`src/rtl/cache_access_gen.sv`:
```
// CPU-side access generator: drives a strided (or, with CACHE_GEN_LFSR_EN, LFSR)
// address sequence into the direct-mapped cache and tallies the registered hit/miss results.
module cache_access_gen #(
  parameter int ADDR_WIDTH = 11,
  parameter int CNT_WIDTH  = 16
) (
  input  logic                  clk,
  input  logic                  rst,
  input  logic                  start,
  input  logic [ADDR_WIDTH-1:0] base_addr,
  input  logic [ADDR_WIDTH-1:0] stride,
  input  logic [CNT_WIDTH-1:0]  count,
`ifdef CACHE_GEN_LFSR_EN
  input  logic                  mode,
`endif
  input  logic                  hit,
  output logic [ADDR_WIDTH-1:0] addr,
  output logic                  busy,
  output logic                  done,
  output logic [CNT_WIDTH-1:0]  hit_count,
  output logic [CNT_WIDTH-1:0]  miss_count
);

  typedef enum logic [1:0] {IDLE, ISSUE, DRAIN, DONE} state_t;

  state_t                state, state_d;
  logic [CNT_WIDTH-1:0]  remaining;
  logic [ADDR_WIDTH-1:0] stride_q;
  logic [ADDR_WIDTH-1:0] first_addr;
  logic [ADDR_WIDTH-1:0] next_addr;
  logic                  score_v;
`ifdef CACHE_GEN_LFSR_EN
  logic                  mode_q;
`endif

  always_ff @(posedge clk or posedge rst) begin
    if (rst) state <= IDLE;
    else     state <= state_d;
  end

  always_comb begin
    state_d = state;
    done    = 1'b0;
    case (state)
      IDLE:  if (start) state_d = (count == '0) ? DONE : ISSUE;
      ISSUE: if (remaining == CNT_WIDTH'(1)) state_d = DRAIN;
      DRAIN: state_d = DONE;
      DONE: begin
        done    = 1'b1;
        state_d = IDLE;
      end
      default: state_d = IDLE;
    endcase
  end

  // LFSR taps {10,8} give x^11+x^9+1; an all-zero seed would lock the LFSR, so it becomes 1.
  always_comb begin
    first_addr = base_addr;
    next_addr  = addr + stride_q;
`ifdef CACHE_GEN_LFSR_EN
    if (mode && base_addr == '0) first_addr = ADDR_WIDTH'(1);
    if (mode_q)
      next_addr = {addr[ADDR_WIDTH-2:0], addr[ADDR_WIDTH-1] ^ addr[ADDR_WIDTH-3]};
`endif
  end

  always_ff @(posedge clk or posedge rst) begin
    if (rst) begin
      addr       <= '0;
      busy       <= 1'b0;
      hit_count  <= '0;
      miss_count <= '0;
      remaining  <= '0;
      stride_q   <= '0;
      score_v    <= 1'b0;
`ifdef CACHE_GEN_LFSR_EN
      mode_q     <= 1'b0;
`endif
    end else begin
      if (score_v) begin
        if (hit) hit_count  <= hit_count + CNT_WIDTH'(1);
        else     miss_count <= miss_count + CNT_WIDTH'(1);
      end
      score_v <= (state == ISSUE);
      case (state)
        IDLE: begin
          if (start) begin
            hit_count  <= '0;
            miss_count <= '0;
            if (count != '0) begin
              addr      <= first_addr;
              remaining <= count;
              stride_q  <= stride;
              busy      <= 1'b1;
`ifdef CACHE_GEN_LFSR_EN
              mode_q    <= mode;
`endif
            end
          end
        end
        ISSUE: begin
          addr      <= next_addr;
          remaining <= remaining - CNT_WIDTH'(1);
        end
        DRAIN: busy <= 1'b0;
        default: ;
      endcase
    end
  end

endmodule

```
`config.mk`:
```
export PLATFORM = sky130hd
export DESIGN_NAME = cache_access_gen
export DESIGN_NICKNAME = d
export VERILOG_FILES = /design/src/rtl/cache_access_gen.sv
export SDC_FILE = /design/constraint.sdc
export NUM_CORES = 1
export LEC_CHECK = 0
export CORE_ASPECT_RATIO = 1.4
export CORE_UTILIZATION = 58
export CTS_BUF_LIST = sky130_fd_sc_hd__clkbuf_8
export DETAILED_ROUTE_END_ITERATION = 8
export GPL_ROUTABILITY_DRIVEN = 0
export PLACE_DENSITY = 0.86
export SLEW_MARGIN = 20
export SYNTH_ARGS = -nofsm -noshare
export SYNTH_HDL_FRONTEND = slang
export SYNTH_SLANG_ARGS = --single-unit
```
`constraint.sdc`:
```
create_clock -name clk -period 6.05 [get_ports clk]
set_input_delay 1.21 -clock clk [delete_from_list [all_inputs] [get_ports clk]]
set_output_delay 1.21 -clock clk [all_outputs]
set_load 0.03 [all_outputs]
```
== Word-level counts from Yosys, hierarchy flattened ==
Index checks and enable logic that the tools add are counted.

* Input port bits: 42
* Output and inout bits: 45
* Flip-flop bits (word level): 74

* Add/subtract/negate cells: 4
* Mux-type cells: 22
* Equality and inequality tests: 7
* Reduce and logical (&&, ||, !) cells: 9

{| class="wikitable"
|+ Operator list
! cell !! count
|-
| $mux W16 || 10
|-
| $add A16 B1 Y16 const B || 2
|-
| $pmux W16 S2 || 1
|-
| $mux W11 || 2
|-
| $pmux W11 S2 || 1
|-
| $eq A16 B1 Y1 const B || 1
|-
| $logic_not A16 Y1 || 1
|-
| $reduce_bool A16 Y1 || 1
|-
| $sub A16 B1 Y16 const B || 1
|-
| $add A11 B11 Y11 || 1
|-
| $reduce_and A3 Y1 || 3
|-
| $pmux W2 S4 || 1
|-
| $mux W2 || 3
|-
| $ne A2 B2 Y1 const B || 3
|-
| $eq A2 B2 Y1 const B || 2
|-
| $reduce_bool A2 Y1 || 2
|-
| $mux W1 || 3
|-
| $eq A2 B1 Y1 const B || 1
|-
| $logic_not A2 Y1 || 1
|-
| $pmux W1 S2 || 1
|-
| $reduce_and A2 Y1 || 1
|}

== Logic depth before layout (Yosys ltp) ==
* Depth in word-level cells: 5
* Mapped depth: 10

== Worst setup path before layout ==
No wires, ideal clock.

* Kind: in2reg
* From: input count[14]
* To: register remaining[7]
* Required time: 5.924 ns
* Setup time: 0.126 ns
* Arrival time: 2.550 ns
* Stages: 6
* Slack: 3.374 ns
* Cells stage by stage: nor4_2 -> a41oi_4 -> nor2_4 -> nor2_1 -> mux2_2 -> a221o_1

* Word-level cells in the longest chain between the ends: 3

{| class="wikitable"
|+ Ends and longest elaborated chain
! item !! RTL line !! source
|-
| start: declaration || 12 || <nowiki>input logic [CNT_WIDTH-1:0] count,</nowiki>
|-
| $reduce_bool A16 Y1 || 90 || <nowiki>if (count != '0) begin</nowiki>
|-
| $ne A2 B2 Y1 (no line) || n/a ||
|-
| $reduce_and A3 Y1 (no line) || n/a ||
|-
| end signal: assignment || 92 || <nowiki>remaining <= count;</nowiki>
|-
| end signal: assignment || 103 || <nowiki>remaining <= remaining - CNT_WIDTH'(1);</nowiki>
|-
| end: declaration || 27 || <nowiki>logic [CNT_WIDTH-1:0] remaining;</nowiki>
|}

No other way between the ends.
A chain may end at the register's enable or synchronous reset.

== Final worst setup path ==
* From: input count[7]
* To: register addr[10]

* Word-level cells in the longest chain between the ends: 3

{| class="wikitable"
|+ Ends and longest elaborated chain
! item !! RTL line !! source
|-
| $reduce_bool A16 Y1 || 90 ||
|-
| $ne A2 B2 Y1 (no line) || n/a ||
|-
| $reduce_and A3 Y1 (no line) || n/a ||
|-
| end signal: assignment || 91 || <nowiki>addr <= first_addr;</nowiki>
|-
| end signal: assignment || 102 || <nowiki>addr <= next_addr;</nowiki>
|-
| end: declaration || 17 || <nowiki>output logic [ADDR_WIDTH-1:0] addr,</nowiki>
|}

No other way between the ends.

==> results.sh <==
export IMPL_routed_wl_um=9999
export IMPL_min_path_cells=1
export IMPL_hold_viol_final=0
export IMPL_synth_top_area_share_pct=43.10
export IMPL_drt_iter0_markers=194
export IMPL_grt_pass1_vias=3704
export IMPL_synth_edf_count=0
export IMPL_drc_errors=0
export IMPL_endpoint_kind="flip-flop"
export IMPL_maxCapViolations=0
export IMPL_period_needed_ps=3290
export IMPL_synth_warnings=0
export IMPL_max_slew_margin_pct=35.50
export IMPL_grt_pass1_wl_um=16860
export IMPL_path_delay_family="simple AND/OR/NAND/NOR gates"
export IMPL_htreeDepth=3
export IMPL_yosysUniqueCellTypes=51
export IMPL_cts_tree="done"
export IMPL_finalPower_w=0.002707
export IMPL_dieArea_sq_um=7761
export IMPL_die_w_um=74.74
export IMPL_fin_ws_ps=2760
export IMPL_path_clk_slew_ps=80
export IMPL_max_freq_mhz=303.9
export IMPL_fin_nets=592
export IMPL_crit_buf_inv=1
export IMPL_drive_gt1_share_pct=8.411
export IMPL_power_leakage_nw=2.304
export IMPL_syn_num_nets=509
export IMPL_grt_usage_pct=28.12
export IMPL_synth_area_leader_cell="dfrtp_1"
export IMPL_routedWlPerCell_um=15.87
export IMPL_maxSlewViolCount=0
export IMPL_pwr_density_cell_nw_per_um2=496.8
export IMPL_worstSetupPathType="input pin to flip-flop"
export IMPL_portBuffers=86
export IMPL_vias=3732
export IMPL_wl_met3_um=389
export IMPL_cts_buffers=9
export IMPL_ys_ff_latch=74
export IMPL_worst_path_stages=7
export IMPL_met2WireLength_um=5164
export IMPL_setup_viol=0
export IMPL_fin_skew_ps=9.441
export IMPL_rows=36
export IMPL_fillers=482
export IMPL_cp_required_ps=6340
export IMPL_via_per_inst=5.924
export IMPL_place_ws_ps=2431
export IMPL_clock_latency_ps=360
export IMPL_dr_pass1_iters=4
export IMPL_outcome="complete, no violations"
export IMPL_hold_class="flip-flop to flip-flop"
export IMPL_wl_met1_um=4148
export IMPL_syn_inst=447
export IMPL_antennaDiodeCount=0
export IMPL_cp_slowest_cell="nand2b_1"
export IMPL_dieHeight_um=103.8
export IMPL_cts_setup_buffers=0
export IMPL_grt_setup_unrepaired="false"
export IMPL_crit_path_max_incr_delay_ps=600
export IMPL_ctsResizeCount=0
export IMPL_syn_to_final_growth_pct=26.79
export IMPL_reg2reg_depth=8
export IMPL_fp_coreArea_sq_um=7072
export IMPL_cp_max_fo=18
export IMPL_yosys_top_cells_area="dfrtp_1, ha_1, xor2_1"
export IMPL_tns_ps=0
export IMPL_top_layer="met4"
export IMPL_design_area_sq_um=5448
export IMPL_ys_flop_type="dfrtp_1"
export IMPL_grt_max_degree=75
export IMPL_path_cells="clkdlybuf4s50_1 > nor4_2 > a41oi_4 > nand2b_1 > nand2_1 > or4_1 > nand3_1"
export IMPL_initial_core_util_pct=60.76
export IMPL_async_flop_share_pct=100.0
export IMPL_ctsHoldBuffers=0
export IMPL_ir_drop_mv=0.3625
export IMPL_cts_sinks=74
export IMPL_syn_cell_area_sq_um=4297
export IMPL_dp_hpwl_um=7055
export IMPL_fin_crit_sh_pct=54.39
export IMPL_arrival_ps=3580
export IMPL_tightestPinTransition_ps=967.5
export IMPL_io_pins=87
export IMPL_cts_root_buf="clkbuf_8"
export IMPL_syn_avg_cell_area_sq_um=9.612
export IMPL_ys_seq_area_share_pct=43.10
export IMPL_postPlaceCellArea_sq_um=5226
export IMPL_clockBufferDepth=2
export IMPL_ant_nets=0
export IMPL_startpoint_type="input pin"
export IMPL_grt_antenna_before_repair=0
export IMPL_overflow=0
[cell usage after synthesis (3+ instances only)]
library cell   n
mux2_2        18
or3_1          5
nor4_2         3
clkbuf_1       8
a211oi_1       3
xnor2_1        9
nor3_1         9
nand4_1       10
buf_2          6
o31ai_1        3
a21oi_1       22
dfrtp_1       74
nor4_1         4
o21ai_0       31
nand2_1       32
a21o_1         4
nor2b_1        3
nand3_1       21
ha_1          19
and3_1        10
o22ai_1        7
a221o_1        4
and4_1         3
a31oi_1        4
inv_1         12
xor2_1        25
nor2_1        55
mux2i_1       15
[sequential cells by signal, summed over array words and instances (netlist names)]
register / count
hit_count: 16
stride_q: 11
miss_count: 16
state: 2
busy: 1
remaining: 16
score_v: 1
addr: 11
[placed cells by master, fill, tap and decap left out, types with 4 or more instances in the layout]
| cell | n |
|---|---|
| mux2_2 | 18 |
| clkdlybuf4s50_1 | 86 |
| o21ai_0 | 31 |
| inv_1 | 13 |
| a21oi_1 | 22 |
| nand3_1 | 21 |
| a221o_1 | 4 |
| nor3_1 | 9 |
| o22ai_1 | 7 |
| a21o_1 | 4 |
| clkbuf_8 | 10 |
| xor2_1 | 25 |
| nor2_1 | 55 |
| and3_1 | 10 |
| xnor2_1 | 9 |
| a31oi_1 | 4 |
| nor4_1 | 4 |
| nand4_1 | 10 |
| nand2_1 | 32 |
| or3_1 | 5 |
| ha_1 | 18 |
| mux2i_1 | 15 |
| dfrtp_1 | 74 |
[area by class of cell]
cell class                      instances  area [sq um]  area share (%)
Clock inverter                          6         82.58           1.516
Clock buffer                           10         137.6           2.526
Timing Repair Buffer                   88         875.8           16.08
Sequential cell                        74          1852           33.99
Tap cell                               95         118.9           2.182
Inverter                               12         45.04          0.8268
Multi-Input combinational cell        345          2336           42.88
[metrics by stage]
step           hold WS [ps]  util (%)  instances
2_1_floorplan         484.9         -        447
3_3_place_gp          495.9     73.90        614
5_1_grt               538.0     77.03        630
6_report              520.7     77.03        630
4_1_cts               520.5     77.02        630
3_5_place_dp          503.7     73.90        614
[routing by layer]
layer | up-vias | track usage [%]
li1 | 1771 | -
met1 | 1809 | 34.82
met2 | 124 | 46.46
met3 | 28 | 3.988
met4 | 0 | 14.29
met5 | - | 0
[worst paths after layout]
kind | from | end | slack, ps
setup / recovery | count[7] | addr[10]$_DFFE_PP0P_ | 2760
hold / removal | stride_q[2]$_DFFE_PP0P_ | stride_q[2]$_DFFE_PP0P_ | 520
setup reg to reg | state[0]$_DFFE_PP0P_ | addr[10]$_DFFE_PP0P_ | 3360
hold reg to reg | stride_q[2]$_DFFE_PP0P_ | stride_q[2]$_DFFE_PP0P_ | 520
max in group asynchronous | rst | remaining[0]$_DFFE_PP0P_ | 4000
min in group asynchronous | rst | hit_count[8]$_DFF_PP0_ | 1450
[kinds of logic (layout without fill, tap and decap cells)]
group           Yosys count  count (layout)  share of synthesized area [%]
fa+ha+maj                20              20                          5.999
flops                    74              74                          43.10
xor+xnor                 34              34                          6.931
mux                      33              33                          8.212
simple gates            168             168                          19.98
compound gates           90              90                          13.16
buf+inv                  28             116                          2.621
[power breakdown]
| part | switching, W | internal, W |
|---|---|---|
| clock | 0.000186 | 0.000240 |
| combinational | 0.000813 | 0.000618 |
| sequential | 0.000184 | 0.000665 |
No activity file was read; power rests on OpenSTA's default activity.
